## src/rtl/step_pkg.sv

```systemverilog
// Shared FSM state encoding and default widths for the step/ramp generator.
package step_pkg;

  typedef enum logic [1:0] {
    IDLE,
    ACCEL,
    CRUISE,
    DECEL
  } state_e;

  localparam int unsigned DEF_STEP_W   = 32;
  localparam int unsigned DEF_PERIOD_W = 24;

endpackage

```

## src/rtl/step_pulse_timer.sv

```systemverilog
// Per-step period counter: fixed-width step pulse at the start of each period
// and a boundary strobe during the last cycle of the period.
module step_pulse_timer #(
  parameter int unsigned PERIOD_W = 24,
  parameter int unsigned PULSE_W  = 4
) (
  input  logic                clk_i,
  input  logic                reset_n_i,
  input  logic                active_i,
  input  logic                run_i,
  input  logic                restart_i,
  input  logic [PERIOD_W-1:0] period_i,
  output logic                step_o,
  output logic                boundary_o
);

  logic [PERIOD_W-1:0] cnt_q, cnt_d;
  logic                step_q, step_d;

  assign boundary_o = active_i && (cnt_q == period_i - PERIOD_W'(1));

  always_comb begin
    cnt_d = cnt_q + PERIOD_W'(1);
    if (!run_i || restart_i || boundary_o) begin
      cnt_d = '0;
    end
    // Pulse is high for the first PULSE_W cycles of every period that will run.
    step_d = run_i && (cnt_d < PERIOD_W'(PULSE_W));
  end

  always_ff @(posedge clk_i) begin
    if (!reset_n_i) begin
      cnt_q  <= '0;
      step_q <= 1'b0;
    end else begin
      cnt_q  <= cnt_d;
      step_q <= step_d;
    end
  end

  assign step_o = step_q;

endmodule

```

## src/rtl/step_ramp_gen.sv

```systemverilog
// Trapezoidal step generator: FSM and period/ramp arithmetic around a
// step_pulse_timer that produces the pulses and period boundaries.
module step_ramp_gen
  import step_pkg::*;
#(
  parameter int unsigned STEP_W     = DEF_STEP_W,
  parameter int unsigned PERIOD_W   = DEF_PERIOD_W,
  parameter int unsigned PERIOD_MAX = 100,
  parameter int unsigned PERIOD_MIN = 40,
  parameter int unsigned PERIOD_DEC = 20,
  parameter int unsigned PULSE_W    = 4
) (
  input  logic              clk_i,
  input  logic              reset_n_i,
  input  logic              enable_i,
  input  logic              start_i,
  input  logic [STEP_W-1:0] steps_i,
  input  logic              dir_i,
  input  logic              stop_i,
  output logic              step_o,
  output logic              dir_o,
  output logic              busy_o,
  output logic              done_o,
  output logic [STEP_W-1:0] steps_left_o
);

  if (!(PULSE_W < PERIOD_MIN && PERIOD_MIN <= PERIOD_MAX && PERIOD_DEC > 0)) begin : g_param_check
    $error("step_ramp_gen: require PULSE_W < PERIOD_MIN <= PERIOD_MAX and PERIOD_DEC > 0");
  end

  localparam logic [PERIOD_W-1:0] P_MAX = PERIOD_W'(PERIOD_MAX);
  localparam logic [PERIOD_W-1:0] P_MIN = PERIOD_W'(PERIOD_MIN);
  localparam logic [PERIOD_W-1:0] P_DEC = PERIOD_W'(PERIOD_DEC);

  state_e              state_q, state_d;
  logic [STEP_W-1:0]   steps_left_q, steps_left_d;
  logic [STEP_W-1:0]   ramp_q, ramp_d;
  logic [PERIOD_W-1:0] period_q, period_d;
  logic                stop_q, stop_d;
  logic                dir_q, dir_d;
  logic                busy_q, busy_d;
  logic                done_q, done_d;

  logic                boundary;
  logic                restart;
  logic                run;
  logic [STEP_W-1:0]   sl_dec;
  logic [STEP_W-1:0]   ramp_dec;
  logic [PERIOD_W:0]   p_sum;
  logic [PERIOD_W-1:0] p_up;
  logic [PERIOD_W-1:0] p_dn;

  always_comb begin
    sl_dec   = (steps_left_q != '0) ? steps_left_q - STEP_W'(1) : '0;
    ramp_dec = (ramp_q != '0) ? ramp_q - STEP_W'(1) : '0;
    p_sum    = {1'b0, period_q} + {1'b0, P_DEC};
    p_up     = (p_sum > {1'b0, P_MAX}) ? P_MAX : p_sum[PERIOD_W-1:0];
    p_dn     = (period_q >= P_DEC && (period_q - P_DEC) >= P_MIN) ? period_q - P_DEC : P_MIN;
  end

  always_comb begin
    state_d      = state_q;
    steps_left_d = steps_left_q;
    ramp_d       = ramp_q;
    period_d     = period_q;
    stop_d       = stop_q;
    dir_d        = dir_q;
    done_d       = 1'b0;
    restart      = 1'b0;

    if (state_q == IDLE) begin
      if (start_i && enable_i) begin
        if (steps_i == '0) begin
          done_d = 1'b1;
        end else begin
          state_d      = ACCEL;
          dir_d        = dir_i;
          steps_left_d = steps_i;
          period_d     = P_MAX;
          ramp_d       = '0;
          stop_d       = 1'b0;
          restart      = 1'b1;
        end
      end
    end else if (!enable_i) begin
      state_d = IDLE;
      stop_d  = 1'b0;
    end else begin
      if (stop_i) begin
        stop_d = 1'b1;
      end
      if (boundary) begin
        steps_left_d = sl_dec;
        // Ramp-down is taken on stop, when already decelerating, or when the
        // remaining steps no longer cover the steps spent ramping up.
        if (sl_dec == '0 || (stop_q && ramp_q == '0)) begin
          state_d = IDLE;
          done_d  = 1'b1;
          stop_d  = 1'b0;
        end else if (stop_q || state_q == DECEL || sl_dec <= ramp_q) begin
          state_d  = DECEL;
          period_d = p_up;
          ramp_d   = ramp_dec;
        end else if (state_q == ACCEL) begin
          period_d = p_dn;
          ramp_d   = ramp_q + STEP_W'(1);
          if (p_dn == P_MIN) begin
            state_d = CRUISE;
          end
        end
      end
    end

    busy_d = (state_d != IDLE);
  end

  assign run = busy_d;

  always_ff @(posedge clk_i) begin
    if (!reset_n_i) begin
      state_q      <= IDLE;
      steps_left_q <= '0;
      ramp_q       <= '0;
      period_q     <= '0;
      stop_q       <= 1'b0;
      dir_q        <= 1'b0;
      busy_q       <= 1'b0;
      done_q       <= 1'b0;
    end else begin
      state_q      <= state_d;
      steps_left_q <= steps_left_d;
      ramp_q       <= ramp_d;
      period_q     <= period_d;
      stop_q       <= stop_d;
      dir_q        <= dir_d;
      busy_q       <= busy_d;
      done_q       <= done_d;
    end
  end

  step_pulse_timer #(
    .PERIOD_W (PERIOD_W),
    .PULSE_W  (PULSE_W)
  ) u_timer (
    .clk_i      (clk_i),
    .reset_n_i  (reset_n_i),
    .active_i   (state_q != IDLE),
    .run_i      (run),
    .restart_i  (restart),
    .period_i   (period_q),
    .step_o     (step_o),
    .boundary_o (boundary)
  );

  assign dir_o        = dir_q;
  assign busy_o       = busy_q;
  assign done_o       = done_q;
  assign steps_left_o = steps_left_q;

endmodule
```

## config.mk

```make
export PLATFORM = sky130hd
export DESIGN_NAME = step_ramp_gen
export DESIGN_NICKNAME = d
export VERILOG_FILES = /design/src/rtl/step_pkg.sv /design/src/rtl/step_pulse_timer.sv /design/src/rtl/step_ramp_gen.sv
export SDC_FILE = /design/constraint.sdc
export NUM_CORES = 1
export LEC_CHECK = 0
export ABC_AREA = 1
export CORE_ASPECT_RATIO = 1.2
export CORE_MARGIN = 1
export CORE_UTILIZATION = 40
export DETAILED_ROUTE_END_ITERATION = 8
export SYNTH_ARGS = -nofsm -noshare
export SYNTH_HDL_FRONTEND = slang
export SYNTH_SLANG_ARGS = --single-unit
export TNS_END_PERCENT = 10
```

## constraint.sdc

```tcl
create_clock -name clk_i -period 5 [get_ports clk_i]
set_clock_uncertainty 0.1 [all_clocks]
set_input_delay 0.75 -clock clk_i [delete_from_list [all_inputs] [get_ports clk_i]]
set_output_delay 0.75 -clock clk_i [all_outputs]
set_load 0.02 [all_outputs]
```

==> flow_summary_export.csv, run 1 <==
group,metric,value,unit
setup_path,cp.arrival,4.96,ns
setup_path,cp_max_fo,69,
logic_synthesis,ys_ff_latch,119,
floorplanning,dieHeight,185,µm
global_routing,grt_pass1_vias,11900,
logic_synthesis,synth_edf_count,0,
final_layout,drive_above_1_share,0.0436,
setup_path,max_stage_delay,0.59,ns
floorplanning,dieArea,28500,µm²
route,antenna_left,0,
route,vias,12400,
clock_tree,ctsHoldBuffers,0,
setup_path,cp-end-kind,"register",
final_layout,area.growth.synth_to_final,13.9,%
sta,period_share,0.937,
floorplanning,rows,66,
place,io_buffers,73,
sta,slew_headroom,0.267,
place,place_congestion,1.00,
route,routed_wl,40600,µm
setup_path,r2r_slack,0.32,ns
clock_tree,cts_setup_buffers,0,
clock_tree,clock_sinks,119,
setup_path,worst_r2r_endpoint,"period_q[0]$_SDFFE_PN0P_",
final_layout,fill_cells,2993,
clock_tree,clkLatencyLatePin,0.44,ns
logic_synthesis,synthCells,1903,
final_layout,layout.nets,2017,
route,drc,0,
final_layout,regArea,2380,µm²
clock_tree,path_clk_slew,0.07,ns
logic_synthesis,ys_seq_area_frac,0.214,
setup_path,reg2reg_from,"steps_left_o[0]$_SDFFE_PN0P_",
sta,maxSlewViolCount,0,
route,drt_iter0_drc,869,
sta,post-route-min-period,4.68,ns
setup_path,cp_slowest_cell,"buf_4",
route,first_pass_iters,5,
setup_path,cp_common_cell,"nand2_1",
global_routing,grt_antenna_before_repair,0,
floorplanning,dieWidth,154,µm
power_and_ir_drop,power_leakage,5.77,nW
clock_tree,cts_tree,"yes",
power_and_ir_drop,cellPowerDensity,279,nW/µm²
final_layout,multi_input_comb_area,7580,µm²
global_routing,grt_overflow_total,0,
global_routing,grt_pass1_wl,63900,µm
clock_tree,cts_buffers,17,
final_layout,diodes,0,
worst_hold_path,holdPathStages,2,
outcome,status,"completed",
logic_synthesis,synth_top_cell_area_share,0.214,
sta,hold_viol,0,
job,maxCapViolCount,0,
logic_synthesis,synth_flop_cell,"dfxtp_1",
worst_hold_path,hp-class,"reg -> reg",
logic_synthesis,synth_most_common_cell,"nand2_1",
sta,whs,0.376,ns
sta,setup_tns,0,ns
route,vias_per_cell,5.40,
setup_path,setup.worst_path.class,"reg -> reg",
global_routing,grt.total_usage,0.289,
logic_synthesis,ys_types,47,
logic_synthesis,synthTopCellsByArea,"dfxtp_1, nand2_1, nor2_1, xor2_1, inv_1",
sta,setup_viol,0,
sta,rsz0062_at_grt,"false",
setup_path,cp-start-kind,"register",
logic_synthesis,netlist_top_cells_count,"nand2_1, nor2_1, inv_1, dfxtp_1, nand3_1",
logic_synthesis,avgSynthCellArea,5.86,µm²
sta,fmax,214,MHz
power_and_ir_drop,ir_drop,0.220,mV
logic_synthesis,synth_warnings,0,
floorplanning,start_util,0.409,
logic_synthesis,async_flop_share,0,
clock_tree,clk_path_buf_depth,2,
logic_synthesis,yosys.area.top_type,"dfxtp_1",
logic_synthesis,syn-cell-area,11100,µm²
floorplanning,coreArea,27300,µm²
setup_path,reg2regPathDepth,27,
floorplanning,io_pins,74,
clock_tree,post_cts_resize_count,0,
clock_tree,root_buffer,"clkbuf_16",
worst_hold_path,min_from,"ramp_q[27]$_SDFFE_PN0P_",
setup_path,worst_ep_required_time,5.28,ns
clock_tree,cts-htree-levels,4,
place,dp_hpwl,32200,µm
logic_synthesis,synth_nets,1983,
sta,worst_pin_slew,1.10,ns
worst_hold_path,holdPathEnd,"ramp_q[27]$_SDFFE_PN0P_",
global_routing,grt_max_degree,70,
route,post_drt_wl_per_cell,17.7,µm
[area by class of cell]
class,count,area share
well taps,340,0.0335
multi-input cells,1483,0.597
clock buffers,19,0.0357
clock inverters,13,0.0114
repair buffers,90,0.0682
flip-flops and latches,119,0.188
inverters,226,0.0668
[cell usage in the layout, fill, tap and decap left out, drive strengths merged, types with 3 or more instances in the layout]
cell and instances:
buf 18, ha 42, nand3b 5, o22ai 16
a31oi 39, xnor2 19, nor3 37, xor2 102
clkinvlp 3, o21ai 98, clkdlybuf4s50 72, o211ai 3
o21bai 7, a21oi 82, clkbuf 19, nor4 25
nand4 57, o31ai 3, nor2 296, nand2 509
inv 223, or2 8, clkinv 11, o21a 3
dfxtp 119, nand3 116, a32oi 4
[cell families (layout without fill, tap and decap cells)]
kind of cell,Yosys count,after routing,synth area share
AND/OR/NAND/NOR,1057,1057,0.405
buffers and inverters,301,348,0.108
XOR/XNOR,121,121,0.0951
flip-flops,119,119,0.214
adder cells (fa/ha/maj),42,42,0.0471
AO/OA/AOI/OAI,263,263,0.131
[report_power, final]
part           leakage (nW)  switching [mW]  total [mW]  internal, mW
Sequential            0.971          0.0799        1.07         0.989
Combinational          4.51           0.785        1.19         0.406
Clock                 0.286           0.522        1.29         0.765
Total                  5.77            1.39        3.55          2.16
[state kept, by name (all words and copies together) (netlist names)]
name,cells
steps_left_o,32
busy_o,1
u_timer.step_o,1
u_timer.cnt_q,24
period_q,24
dir_o,1
done_o,1
state_q,2
stop_q,1
ramp_q,32
[how the worst max path moves through the flow]
stage | endpoint | start | slack (ns) | depth (start not counted)
finish | period_q[0]$_SDFFE_PN0P_ | steps_left_o[0]$_SDFFE_PN0P_ | 0.32 | 27
floorplan | period_q[13]$_SDFFE_PN0P_ | steps_left_o[0]$_SDFFE_PN0P_ | 1.07 | 24
global route | period_q[0]$_SDFFE_PN0P_ | steps_left_o[0]$_SDFFE_PN0P_ | 0.0007 | 27
CTS | period_q[23]$_SDFFE_PN0P_ | steps_left_o[0]$_SDFFE_PN0P_ | 0.37 | 23
detailed placement | period_q[23]$_SDFFE_PN0P_ | steps_left_o[0]$_SDFFE_PN0P_ | 0.42 | 23
global placement | period_q[23]$_SDFFE_PN0P_ | steps_left_o[0]$_SDFFE_PN0P_ | 0.45 | 26
[metal layers]
metal / GRT usage / vias up / wire length [µm]
met5: 0 / - / 0
met4: 0.164 / 0 / 2120
met3: 0.0335 / 98 / 1550
met2: 0.544 / 326 / 21000
met1: 0.313 / 5681 / 16000
li1: - / 6252 / -
[per-stage QoR]
step                      total power [mW]  utilization  instances  setup WS (ns)  area (µm²)
final                                 3.55        0.466       2290          0.317       12700
after CTS                             3.56        0.466       2290          0.368       12700
after global placement                2.26        0.444       2258          0.446       12100
after global routing                  3.75        0.466       2290       0.000684       12700
after detailed placement              2.26        0.444       2258          0.421       12100
after floorplan                       1.89            -       1903           1.07       11100
[critical path: cells and delay by family (launching register included)]
| kind | cells | cell delay (ns) |
|---|---|---|
| AO/OA/AOI/OAI | 1 | 0.18 |
| buffers and inverters | 7 | 1.37 |
| flip-flops | 1 | 0.35 |
| adder cells (fa/ha/maj) | 2 | 0.57 |
| AND/OR/NAND/NOR | 17 | 2.03 |
Note: power is estimated with default switching activity, not from simulation.
==> run 2: changes to the inputs <==
Settings changed: CORE_ASPECT_RATIO 1.2 to 1.25, TNS_END_PERCENT 10 to not set.
==> run 2 against run 1 <==
  * Combinational power hardly changed
  * Worst hold slack worse by 0.0047 ns
  * Sequential power hardly changed
  * Die area hardly changed
  * Largest power group is now combinational logic
  * Cell count hardly changed
  * Cell area is 0.85% lower
  * Routed wire length is 2.6% lower
  * Critical path type unchanged
  * Total power is 3.8% lower
  * Via count is 0.43% lower
  * Sequential share of layout area is 0.16 points higher
  * Non-clock buffer count is 6 lower
  * Clock power is 9% lower
==> flow_summary_export.csv, run 2 (synthesis results as in run 1) <==
group,metric,value,unit
global_routing,grt_overflow_total,0,
job,maxCapViolCount,0,
final_layout,layout.nets,2011,
place,io_buffers,73,
global_routing,grt_pass1_wl,62600,µm
power_and_ir_drop,ir_drop,0.260,mV
clock_tree,ctsHoldBuffers,0,
route,drc,0,
clock_tree,root_buffer,"clkbuf_16",
clock_tree,path_clk_slew,0.07,ns
sta,maxSlewViolCount,0,
place,pre_cts_slack,0.510,ns
sta,worst_pin_slew,1.14,ns
floorplanning,dieHeight,189,µm
route,post_drt_wl_per_cell,17.3,µm
power_and_ir_drop,power.internal,2.03,mW
sta,hold_viol,0,
floorplanning,coreArea,27100,µm²
place,place_area,12000,µm²
clock_tree,clkLatencyLatePin,0.45,ns
setup_path,max_stage_delay,0.49,ns
setup_path,cp_cell_sequence,"inv_2 -> ha_1 -> nand2_2 -> nor2_8 -> nand2_2 -> nor2_4 -> inv_2 -> nand3_1 -> inv_1 -> ha_1 -> nand4_1 -> nor4_1 -> nand2_1 -> nand2_1 -> nand2_1 -> inv_1 -> nand2_1 -> nand3_2 -> clkinv_2 -> o21ai_1 -> nor2_1",
power_and_ir_drop,switching_share,0.405,
sta,post-route-min-period,4.53,ns
clock_tree,cts_buffers,17,
floorplanning,start_util,0.412,
floorplanning,dieWidth,151,µm
clock_tree,cts-htree-levels,4,
setup_path,cp-end-kind,"register",
place,place_congestion,0.967,
setup_path,cp_common_cell,"nand2_1",
final_layout,final_common_cell,"nand2_1",
worst_hold_path,hp-class,"reg -> reg",
floorplanning,dieArea,28500,µm²
power_and_ir_drop,power_leakage,5.71,nW
sta,fin_ws,0.472,ns
global_routing,grt_pass1_vias,11900,
final_layout,regArea,2380,µm²
final_layout,area.growth.synth_to_final,12.9,%
global_routing,grt.total_usage,0.284,
setup_path,cp_max_fo,40,
global_routing,grt_antenna_before_repair,0,
setup_path,cp_slowest_cell,"clkinv_2",
setup_path,cpLargestDelayFamily,"simple AND/OR/NAND/NOR gates",
sta,setup_viol,0,
setup_path,cp-start-kind,"register",
power_and_ir_drop,cellPowerDensity,271,nW/µm²
setup_path,setup.worst_path.class,"reg -> reg",
power_and_ir_drop,pwr-share-clk,0.344,
sta,whs,0.371,ns
floorplanning,rows,67,
final_layout,fin_area,12600,µm²
sta,period_share,0.906,
final_layout,diodes,0,
final_layout,drive_above_1_share,0.0401,
final_layout,fill_cells,2949,
floorplanning,io_pins,74,
power_and_ir_drop,pwr-share-seq,0.314,
route,vias_per_cell,5.38,
clock_tree,cts_tree,"yes",
sta,rsz0062_at_grt,"false",
place,dp_hpwl,31200,µm
route,routed_wl,39500,µm
final_layout,final_cell_mix,"nand2_1, nor2_1, inv_1, dfxtp_1, nand3_1",
power_and_ir_drop,pwr-share-comb,0.342,
clock_tree,clk_path_buf_depth,2,
sta,fmax,221,MHz
setup_path,path_buf_inv,5,
setup_path,worst_ep_required_time,5.24,ns
power_and_ir_drop,p_sw,1.38,mW
route,drt_iter0_drc,686,
power_and_ir_drop,finalPower,3.41,mW
sta,slew_headroom,0.243,
global_routing,grt_max_degree,68,
route,first_pass_iters,5,
route,antenna_left,0,
sta,setup_tns,0,ns
clock_tree,clock_sinks,119,
final_layout,multi_input_comb_area,7580,µm²
outcome,status,"completed",
setup_path,cp.arrival,4.76,ns
route,vias,12300,
[run 2: changes by cell type in the layout (fill, tap and decap cells not counted), sizes merged]
cell | before | now
bufinv | 2 | 0
buf | 18 | 12
clkbuf | 19 | 18
clkinv | 11 | 16
inv | 223 | 221
[run 2: power by group through the flow]
stage / combinational, mW / clock (mW) / sequential [mW]
detailed placement: 1.15 / 0 / 1.09
CTS: 1.16 / 1.19 / 1.07
floorplan: 0.823 / 0 / 1.07
finish: 1.17 / 1.17 / 1.07
global route: 1.31 / 1.23 / 1.08
global placement: 1.15 / 0 / 1.09
[run 2: what timing repair did]
action                                  CTS  global route
resized for setup                         0             2
endpoints found under the setup margin    0            26
setup buffers                             0             0
[run 2: area by class of cell]
| type | instances | area share |
|---|---|---|
| multi-input combinational | 1483 | 0.602 |
| sequential | 119 | 0.189 |
| inverter | 226 | 0.0675 |
| timing repair buffer | 84 | 0.0642 |
| clock buffer | 18 | 0.0349 |
| tap | 345 | 0.0343 |
| clock inverter | 14 | 0.00825 |
[run 2: through the flow]
step	cells	utilization
final	2289	0.465
after global routing	2289	0.465
after CTS	2289	0.465
after detailed placement	2257	0.445
after global placement	2257	0.445
after floorplan	1903	-
[run 2: worst min-delay path, delay by kind of cell (launching register included)]
| kind | cells | cell delay, ns |
|---|---|---|
| flip-flops | 1 | 0.31 |
| AND/OR/NAND/NOR | 1 | 0.06 |
| AO/OA/AOI/OAI | 1 | 0.06 |
[run 2: routing by layer]
layer | vias up | wire [µm] | global-route usage
met4 | 0 | 2210 | 0.156
met1 | 5608 | 15400 | 0.301
met5 | - | 0 | 0
li1 | 6242 | - | -
met2 | 331 | 20400 | 0.527
met3 | 123 | 1500 | 0.0414
[run 2: final timing paths]
path | from | endpoint | slack [ns] | cells after the start
min reg2reg | dir_o$_SDFFE_PN0P_ | dir_o$_SDFFE_PN0P_ | 0.37 | 2
min | dir_o$_SDFFE_PN0P_ | dir_o$_SDFFE_PN0P_ | 0.37 | 2
max | steps_left_o[0]$_SDFFE_PN0P_ | period_q[3]$_SDFFE_PN0P_ | 0.47 | 21
max reg2reg | steps_left_o[0]$_SDFFE_PN0P_ | period_q[3]$_SDFFE_PN0P_ | 0.47 | 21
==> run 3: changes to the inputs <==
Settings changed: CTS_CLUSTER_DIAMETER set to 60, SKIP_LAST_GASP set to 1.
==> results of run 3 <==
No change in the layout: final DEF, timing and power equal those of run 2.
